[config.mk]
export PLATFORM = sky130hd
export DESIGN_NAME = multi_dataflow_kernel_adapter_ctrl
export DESIGN_NICKNAME = d
export VERILOG_FILES = /design/src/rtl/multi_dataflow_kernel_adapter_ctrl.sv
export SDC_FILE = /design/constraint.sdc
export NUM_CORES = 1
export LEC_CHECK = 0
export ABC_AREA = 1
export ABC_CLOCK_PERIOD_IN_PS = 2700
export CAP_MARGIN = 10
export CORE_ASPECT_RATIO = 1.2
export CORE_MARGIN = 4
export CORE_UTILIZATION = 55
export DETAILED_ROUTE_END_ITERATION = 12
export GPL_TIMING_DRIVEN = 0
export PLACE_DENSITY_LB_ADDON = 0.05
export SYNTH_ARGS = -nofsm -noshare
export SYNTH_HDL_FRONTEND = slang
export SYNTH_SLANG_ARGS = --single-unit
[constraint.sdc]
create_clock -name clk_i -period 2.7 [get_ports clk_i]
set_input_delay 0.405 -clock clk_i [delete_from_list [all_inputs] [get_ports clk_i]]
set_output_delay 0.405 -clock clk_i [all_outputs]
set_load 0.005 [all_outputs]
[src/rtl/multi_dataflow_kernel_adapter_ctrl.sv]
// Handshake/control core for an N-in/M-out kernel adapter: per-channel quotas gate inputs and raise ready/done/idle.
// Latency: handshake visible in counters next cycle; ready_o/done_o one cycle after the completing handshake.
module multi_dataflow_kernel_adapter_ctrl #(
  parameter int unsigned N_IN  = 1,
  parameter int unsigned N_OUT = 1,
  parameter int unsigned CNT_W = 16
) (
  input  logic                   clk_i,
  input  logic                   rst_ni,
  input  logic                   test_mode_i,
  input  logic                   start_i,
  input  logic [N_IN*CNT_W-1:0]  in_quota_i,
  input  logic [N_OUT*CNT_W-1:0] out_quota_i,
  input  logic [N_IN-1:0]        in_valid_i,
  input  logic [N_IN-1:0]        in_ready_i,
  input  logic [N_OUT-1:0]       out_valid_i,
  input  logic [N_OUT-1:0]       out_ready_i,
  output logic [N_IN-1:0]        in_gate_o,
  output logic                   ready_o,
  output logic                   done_o,
  output logic                   idle_o,
  output logic                   overflow_o,
  output logic [N_IN*CNT_W-1:0]  in_cnt_o,
  output logic [N_OUT*CNT_W-1:0] out_cnt_o
);

  typedef enum logic [1:0] {IDLE, RUN, DONE} state_e;

  state_e state_q, state_d;
  logic [N_IN-1:0][CNT_W-1:0]  in_cnt_q, in_cnt_d, in_quota_q, in_quota_d;
  logic [N_OUT-1:0][CNT_W-1:0] out_cnt_q, out_cnt_d, out_quota_q, out_quota_d;
  logic overflow_q, overflow_d, ready_q, ready_d;
  logic in_done_cur, in_done_nxt, out_done_nxt;
  logic [N_IN-1:0] gate;
  logic unused_test_mode;

  assign unused_test_mode = test_mode_i;

  // Gate depends on registers only, so the wrapper can AND it into valid and ready without loops.
  always_comb begin
    for (int i = 0; i < N_IN; i++) begin
      gate[i] = (state_q == RUN) && (in_cnt_q[i] < in_quota_q[i]);
    end
  end

  always_comb begin
    state_d      = state_q;
    in_cnt_d     = in_cnt_q;
    out_cnt_d    = out_cnt_q;
    in_quota_d   = in_quota_q;
    out_quota_d  = out_quota_q;
    overflow_d   = overflow_q;
    ready_d      = 1'b0;
    in_done_cur  = 1'b1;
    in_done_nxt  = 1'b1;
    out_done_nxt = 1'b1;

    if (start_i) begin
      // Start always wins: any handshake or completion in this cycle is discarded.
      state_d     = RUN;
      in_cnt_d    = '0;
      out_cnt_d   = '0;
      in_quota_d  = in_quota_i;
      out_quota_d = out_quota_i;
      overflow_d  = 1'b0;
    end else if (state_q == RUN) begin
      for (int i = 0; i < N_IN; i++) begin
        if (in_valid_i[i] && in_ready_i[i] && gate[i]) begin
          in_cnt_d[i] = in_cnt_q[i] + CNT_W'(1);
        end
      end
      for (int j = 0; j < N_OUT; j++) begin
        if (out_valid_i[j] && out_ready_i[j]) begin
          if (out_cnt_q[j] == out_quota_q[j]) begin
            overflow_d = 1'b1;
          end else begin
            out_cnt_d[j] = out_cnt_q[j] + CNT_W'(1);
          end
        end
      end
      for (int i = 0; i < N_IN; i++) begin
        in_done_cur = in_done_cur & (in_cnt_q[i] == in_quota_q[i]);
        in_done_nxt = in_done_nxt & (in_cnt_d[i] == in_quota_q[i]);
      end
      for (int j = 0; j < N_OUT; j++) begin
        out_done_nxt = out_done_nxt & (out_cnt_d[j] == out_quota_q[j]);
      end
      // Edge-detected so jobs with all-zero input quotas never pulse ready.
      ready_d = in_done_nxt & ~in_done_cur;
      if (out_done_nxt) begin
        state_d = DONE;
      end
    end else if (state_q == DONE) begin
      state_d = IDLE;
    end
  end

  always_ff @(posedge clk_i or negedge rst_ni) begin
    if (!rst_ni) begin
      state_q     <= IDLE;
      in_cnt_q    <= '0;
      out_cnt_q   <= '0;
      in_quota_q  <= '0;
      out_quota_q <= '0;
      overflow_q  <= 1'b0;
      ready_q     <= 1'b0;
    end else begin
      state_q     <= state_d;
      in_cnt_q    <= in_cnt_d;
      out_cnt_q   <= out_cnt_d;
      in_quota_q  <= in_quota_d;
      out_quota_q <= out_quota_d;
      overflow_q  <= overflow_d;
      ready_q     <= ready_d;
    end
  end

  assign in_gate_o  = gate;
  assign ready_o    = ready_q;
  assign done_o     = (state_q == DONE);
  assign idle_o     = (state_q == IDLE);
  assign overflow_o = overflow_q;
  assign in_cnt_o   = in_cnt_q;
  assign out_cnt_o  = out_cnt_q;

endmodule

### Word level (Yosys, flattened, before mapping)

Cells that the tools add are included.

* flip-flop bits (word level): 68
* bits of input ports: 40
* output and inout bits: 37
* word-level logic and storage cells: 51

* add/subtract/negate cells: 2
* order comparisons: 1
* equality and inequality tests: 7
* mux-type cells: 21
* bitwise gates (word level): 2
* reductions and logical operators: 11

Operator list (number)
* $mux W16: 11
* $eq A16 B16 Y1: 4
* $add A16 B1 Y16 const B: 2
* $lt A16 B16 Y1: 1
* $mux W2: 4
* $mux W1: 6
* $reduce_bool A2 Y1: 3
* $logic_and A1 B1 Y1: 4
* $ne A3 B2 Y1 const B: 1
* $reduce_and A3 Y1: 1
* $reduce_bool A3 Y1: 1
* $eq A2 B1 Y1 const B: 1
* $eq A2 B2 Y1 const B: 1
* $logic_not A2 Y1: 1
* $reduce_and A2 Y1: 1
* $and A1 B1 Y1: 1
* $not A1 Y1: 1

### Logic depth before layout (Yosys ltp)

Gate-level depths: netlist (run 1).

* depth in word-level cells: 10
* mapped depth: 21
* gate-level depth less buffers: 20

### Worst setup path before layout (run 1)

Ideal clock, no wire load.

* path kind: register to register
* start point: register in_cnt_q (netlist bit in_cnt_o[15])
* end point: register ready_q (netlist: ready_o)
* data arrival time: 2.067 ns
* required time: 2.631 ns
* slack: 0.564 ns
* cell stages (with the launch flop): 16
* clock period less this slack: 2.136 ns
* cells stage by stage: dfrtp_1 ha_1 nand2_1 nor3_1 nand2_2 and2_1 buf_4 nand3_1 nand2_2 nand2_1 nand2_1 nor2_2 nand2_1 nor2_1 nand2_1 nor2_2

* word-level cells in the longest chain between the ends: 10

RTL lines
* start, declared: line 30 `logic [N_IN-1:0][CNT_W-1:0] in_cnt_q, in_cnt_d, in_quota_q, in_quota_d;`
* start signal, assigned: line 109 `in_cnt_q <= in_cnt_d;`
* $lt A16 B16 Y1: line 42 `gate[i] = (state_q == RUN) && (in_cnt_q[i] < in_quota_q[i]);`
* $logic_and A1 B1 Y1: line 42
* named net in_gate_o: line 18 `output logic [N_IN-1:0] in_gate_o,`
* $logic_and A1 B1 Y1: line 68 `if (in_valid_i[i] && in_ready_i[i] && gate[i]) begin`
* $mux W16: line 68
* $mux W16: line 66 `end else if (state_q == RUN) begin`
* $mux W16: line 58 `if (start_i) begin`
* $eq A16 B16 Y1: line 83 `in_done_nxt = in_done_nxt & (in_cnt_d[i] == in_quota_q[i]);`
* $and A1 B1 Y1: line 89 `ready_d = in_done_nxt & ~in_done_cur;`
* $mux W1: line 66
* $mux W1: line 58
* named net ready_d: line 32 `logic overflow_q, overflow_d, ready_q, ready_d;`
* end signal, assigned: line 114 `ready_q <= ready_d;`
* end, declared: line 32

The timed path passes the listed nets, and every way through them passes these cells. The select of a mux whose other input is x is not followed.
A chain may end at the register's enable or synchronous reset.

### Worst setup path in the final report (run 1)

* start point: register in_cnt_q (netlist bit in_cnt_o[6])
* end point: output in_gate_o

* word-level cells in the longest chain between the ends: 2

RTL lines (line)
* $lt A16 B16 Y1: 42
* $logic_and A1 B1 Y1: 42
* end, declared: 18

Every way passes these cells.

==> impl_results.md, run 1 <==
* Max Clk Rate at 395 MHz
* Syn Std Cell Area at 4860 um^2
* DRT iter0 DRCs at 333
* Core Box Area at 8610 um^2
* Synth area leader: dfrtp_1
* Seq pwr share at 0.429
* Nets at 893
* FP Rows at 37
* DP Area at 5750 um^2
* Initial antenna violation count at 0
* Library cells used by synthesis at 38
* Largest cells by area after synthesis: dfrtp_1, nand2_1, inv_1
* Post-Route Setup TNS at 0 ns
* Worst rel slew slack at 0.421
* Unrepaired setup endpoints after global routing: no
* PortBufs at 75
* Seq cells post-synth at 68
* Power Internal at 1.79 mW
* Clock Power Share at 0.313
* Sequential share of the synthesized area at 0.350
* Worst Skew at 0.00754 ns
* GPL Wtd Cong at 0.933
* Clock Latency Late Sink at 0.35 ns
* Layout cells sized above 1 at 0.0930
* Max-cap violations at 0
* Clk pin slew, worst setup/hold paths at 0.07 ns
* Worst-path maximum fanout at 6
* Hold_buf cts at 0
* Outcome: finished clean
* Clock Sinks at 68
* Pin count of the biggest net entering global routing at 69
* Synthesis Warnings at 0
* Die area at 10,400 um^2
* Max stage delay on crit path at 0.43 ns
* Switching share of total power at 0.320
* DP Wirelength at 10,000 um
* WL final at 13,400 um
* Crit-path slowest cell: dfrtp_1
* Fin. max-slew vios at 0
* I/O pins at 77
* Area growth from synthesis to layout at 25.5%
* Initial Util at 0.564
* Post-synth top area share at 0.350
* Height of the die at 111 um
* Post-route cell area at 6090 um^2
* Critical path capture point type: primary output
* Count of flip-flops with a built-in enable after synthesis at 0
* Vias at 5,033
* Crit path kind: reg2out
* Min-delay worst type: in2async
* Required time of the critical path at 2.30 ns
* Mapped Cells at 733
* Lkg Pwr at 3.05 nW
* # setup viols final at 0
* Drt via density at 5.26
* Maximum clock insertion buffer count at 2
* FFs w/ async S/R, synth at 1.00
* Iteration count of the initial detailed-routing pass at 5
* Crit path cell chain: ha_1, nand2_1, nor2_1, nand2_1, nand2_1, nand2_4, and2_1, buf_4, dlygate4sd2_1
* Post-Synthesis Mean Instance Area at 6.62 um^2
* TritonCTS Buffers at 9
* Minimum clock period at 2.53 ns
* Least-Margin Pin Slew at 0.868 ns
* Combinational share of power at 0.257
* Tot Pwr at 2.63 mW
* Syn nets at 791
* Final core occ at 0.707
* Number of global-route vias before repair at 4,790
* Maximum vdd ir drop at 0.263 mV
* Root Driver: clkbuf_8
* Dominant synthesized flop cell: dfrtp_1
* First-pass GRT wire length at 22,400 um
* Setup crit start kind: register
* # H-tree levels at 3
* Arrival time worst endpoint at 2.12 ns
* Post-detailed-route count of antenna-violating nets at 0
* CTS tree: done
* Die width at 93.8 um
* # diodes at 0
* Total track usage at 0.267
* P per Cell Area at 432 nW/um^2
* Final hold vios at 0
* GR Overflow Total at 0
* Wirelength per Cell at 14.1 um
* P_sw at 0.843 mW
* DRC viols at 0
* Most frequent CP cell: nand2_1
* Post-route clock period utilization at 0.937
## worst max-delay path, delay by kind of cell, from the launching register on
| kind | cells | cell delay (ns) |
|---|---|---|
| AND/OR/NAND/NOR | 6 | 0.61 |
| flip-flops | 1 | 0.43 |
| buffers and inverters | 2 | 0.42 |
| adder cells (fa/ha/maj) | 1 | 0.30 |
## flip-flops by register name, summed over array words and instances (netlist names)
| name | count |
|---|---|
| state_q | 2 |
| ready_o | 1 |
| overflow_o | 1 |
| out_cnt_o | 16 |
| out_quota_q | 16 |
| in_cnt_o | 16 |
| in_quota_q | 16 |
## cell usage after synthesis, types with 2 or more instances
cell type  count
buf_6          2
ha_1          18
nand4_1       16
nor2_4         2
nand2_4        2
nor3_1        10
nand3_1       55
xor2_1        13
inv_1         92
nand2_2       10
buf_2          2
o22ai_1        2
inv_2          5
clkbuf_1      11
dfrtp_1       68
nand2_1      265
xnor3_1        2
o21ai_2        2
nand3b_1       2
nor2_1        71
nor2_2         5
a21oi_1       17
o21ai_0       44
xnor2_1        3
## layer usage
layer  track usage  part of all wire  vias to the layer above
met5             0                 0                        -
met4         0.106             0.024                        0
met3        0.0312             0.062                       32
met2         0.400              0.45                      171
met1         0.392              0.46                     2315
li1              -                 -                     2515
## power by group through the flow
stage / Sequential [mW] / Clock, mW / Combinational [mW]
finish: 1.13 / 0.825 / 0.678
global placement: 1.16 / 0 / 0.611
floorplan: 1.15 / 0 / 0.398
global route: 1.14 / 0.872 / 0.768
detailed placement: 1.16 / 0 / 0.627
CTS: 1.13 / 0.838 / 0.668
## layout make-up
class	count	area (um^2)
plain buffers	16	90.1
clock buffers	14	183
clock inverters	1	5.00
fillers	748	2520
inverters	97	364
multi-input cells	552	2730
flip-flops and latches	68	1710
well taps	117	146
repair buffers	91	867
## repair_timing
action | 4_1_cts | 5_1_grt
pin swaps | 3 | 1
buffers inserted | 14 | 2
endpoints found under the setup margin | 1 | 1
resized for setup | 12 | 3
## final timing paths
path | startpoint | endpoint | slack (ns) | cells after the start
min | rst_ni | in_quota_q[7] | 0.16 | 1
max | in_cnt_o[6] | in_gate_o | 0.17 | 9
min in group clk_i | state_q[1] | state_q[1] | 0.55 | 2
min reg2reg | state_q[1] | state_q[1] | 0.55 | 2
max in group asynchronous | rst_ni | in_cnt_o[3] | 1.92 | 1
max reg2reg | in_quota_q[9] | ready_o | 0.20 | 19
## stage by stage
stage / setup slack (ns) / hold WS (ns) / cells
CTS: 0.161 / 0.201 / 954
floorplan: 0.564 / 0.109 / 733
global route: 0.00890 / 0.243 / 956
finish: 0.171 / 0.157 / 956
detailed placement: 0.108 / 0.535 / 925
global placement: -1.13 / 0.522 / 925
## cells in the final DEF, fill, tap and decap left out, drive strengths merged, types with 3 or more instances in the layout
cell type / count
clkbuf: 25
o21ai: 47
nand4: 17
xor2: 13
inv: 97
xnor2: 3
dfrtp: 68
nand2: 277
clkdlybuf4s50: 73
ha: 18
nand3: 57
a21oi: 18
nor2: 78
nor3: 11
buf: 22
## kinds of logic after synthesis
group / count (synthesis) / share of synthesized area
AND/OR/NAND/NOR: 445 / 0.393
buffers and inverters: 113 / 0.0917
AO/OA/AOI/OAI: 71 / 0.0799
flip-flops: 68 / 0.350
XOR/XNOR: 18 / 0.0381
adder cells (fa/ha/maj): 18 / 0.0464
Power figures use the tool's default switching activity.
==> inputs of run 2 (changes only) <==
Settings changed: ABC_CLOCK_PERIOD_IN_PS 2700 to 2900.
Clock period 2.7 ns to 2.9 ns, I/O delays scaled along.
==> impl_results.md, run 2 (synthesis gave the netlist of run 1 again) <==
* Worst-path maximum fanout at 10
* # setup viols final at 0
* Height of the die at 111 um
* Max stage delay on crit path at 0.46 ns
* DRT iter0 DRCs at 420
* Crit-path slowest cell: dfrtp_2
* DP Wirelength at 10,000 um
* I/O pins at 77
* Crit path cell chain: ha_4, nand4_1, nor3_4, nand2_4, buf_4, nand3_4, buf_6, nand2_1, nand3_1, nand2_1, nor2_1, nand2_1, nor2_1, nand2_1, nor2_2
* Wirelength per Cell at 14.0 um
* Final hold vios at 0
* Post-Route Setup TNS at 0 ns
* Least-Margin Pin Slew at 0.869 ns
* Max-cap violations at 0
* First-pass GRT wire length at 22,000 um
* Setup crit start: in_cnt_o[9]
* Clock Sinks at 68
* Post-detailed-route count of antenna-violating nets at 0
* Most frequent cells in the layout: nand2_1, inv_1, clkdlybuf4s50_1
* Most frequent CP cell: nand2_1
* TritonCTS Buffers at 9
* Crit path kind: reg2reg
* Outcome: finished clean
* P per Cell Area at 400 nW/um^2
* Switching share of total power at 0.320
* DRC viols at 0
* Number of buffers and inverters on the critical path at 2
* FP Rows at 37
* Lkg Pwr at 3.04 nW
* Tot Pwr at 2.45 mW
* Worst rel slew slack at 0.421
* Nets at 893
* Min-delay worst type: in2async
* Area growth from synthesis to layout at 26.2%
* Setup crit start kind: register
* Commonest non-fill, non-tap cell in the layout: nand2_1
* Post-route clock period utilization at 0.894
* Clock Latency Late Sink at 0.35 ns
* Minimum clock period at 2.59 ns
* Die area at 10,400 um^2
* Number of global-route vias before repair at 4,709
* Root Driver: clkbuf_8
* Final core occ at 0.712
* Unrepaired setup endpoints after global routing: no
* Clock Power Share at 0.312
* Fin. max-slew vios at 0
* Critical path capture point type: register
* P_sw at 0.783 mW
* PortBufs at 75
* CTS tree: done
* WL final at 13,400 um
* Power Internal at 1.67 mW
* Max Clk Rate at 386 MHz
* Seq pwr share at 0.433
* Combinational share of power at 0.255
* Pin count of the biggest net entering global routing at 69
* Die width at 93.8 um
* Arrival time worst endpoint at 2.88 ns
* Iteration count of the initial detailed-routing pass at 5
* Initial antenna violation count at 0
* Layout cells sized above 1 at 0.0989
* Hold_buf cts at 0
* Required time of the critical path at 3.19 ns
* # H-tree levels at 3
* Vias at 5,057
* Worst Skew at 0.00857 ns
* R2R Path Start: in_cnt_o[9]
* Total track usage at 0.262
* Maximum clock insertion buffer count at 2
* Clk pin slew, worst setup/hold paths at 0.07 ns
* Initial Util at 0.564
* Drt via density at 5.29
* Core Box Area at 8610 um^2
* Maximum vdd ir drop at 0.241 mV
* Critical path's top delay family: simple AND/OR/NAND/NOR gates
* # diodes at 0
* GPL Wtd Cong at 0.933
* GR Overflow Total at 0
run 2: cell count changes in the layout (fill, tap and decap cells not counted):
cell / change
buf_6: +1
ha_1: -3
buf_12: -1
ha_4: +3
dfrtp_2: +2
dfrtp_1: -2
dlygate4sd2_1: -1
dlymetal6s2s_1: +1
run 2: worst register-to-register path: cells and delay by family (launching register included):
family	cells	cell delay, ns
and+or+nand+nor	12	1.43
DFF	1	0.46
buffers and inverters	2	0.35
adders and majority gates	1	0.29
run 2: stage by stage:
stage	cell area (um^2)	setup slack, ns	hold slack [ns]	cells
floorplan	4860	0.764	0.139	733
global placement	5750	-0.960	0.522	925
detailed placement	5750	0.278	0.535	925
CTS	5960	0.00490	0.232	941
global route	6130	0.179	0.268	956
finish	6130	0.308	0.186	956
run 2: path summary, 6_finish.rpt:
check / end / slack, ns / cells after the start
worst max-delay path: ready_o / 0.31 / 15
worst min-delay path: ready_o / 0.19 / 1
worst max register to register: ready_o / 0.31 / 15
worst min register to register: state_q[1] / 0.55 / 2
max in group asynchronous: in_cnt_o[3] / 2.09 / 1
min in group clk_i: state_q[1] / 0.55 / 2
run 2: per-layer routing:
layer | vias to the layer above | track usage | wire length (um)
li1 | 2507 | - | -
met1 | 2303 | 0.384 | 6110
met2 | 219 | 0.389 | 6070
met3 | 28 | 0.0319 | 938
met4 | 0 | 0.106 | 287
met5 | - | 0 | 0
run 2: power by group through the flow:
stage          logic, mW  registers [mW]  clock network (mW)
2_1_floorplan      0.370            1.07                   0
3_3_place_gp       0.569            1.08                   0
3_5_place_dp       0.583            1.08                   0
4_1_cts            0.592            1.06               0.780
5_1_grt            0.707            1.07               0.812
6_report           0.625            1.06               0.764
run 2: area by class of cell:
cell class	count	area, um^2
Buffer	16	81.3
Clock inverter	1	5.00
Multi-Input combinational cell	552	2770
Clock buffer	14	183
Timing Repair Buffer	91	871
Sequential cell	68	1710
Tap cell	117	146
Inverter	97	364
Fill cell	747	2480
run 2: what timing repair did:
action	CTS	global route
endpoints found under the hold margin	0	0
pin swaps	1	3
gates resized for setup	3	15
setup endpoints to repair	1	1
buffers inserted	1	15
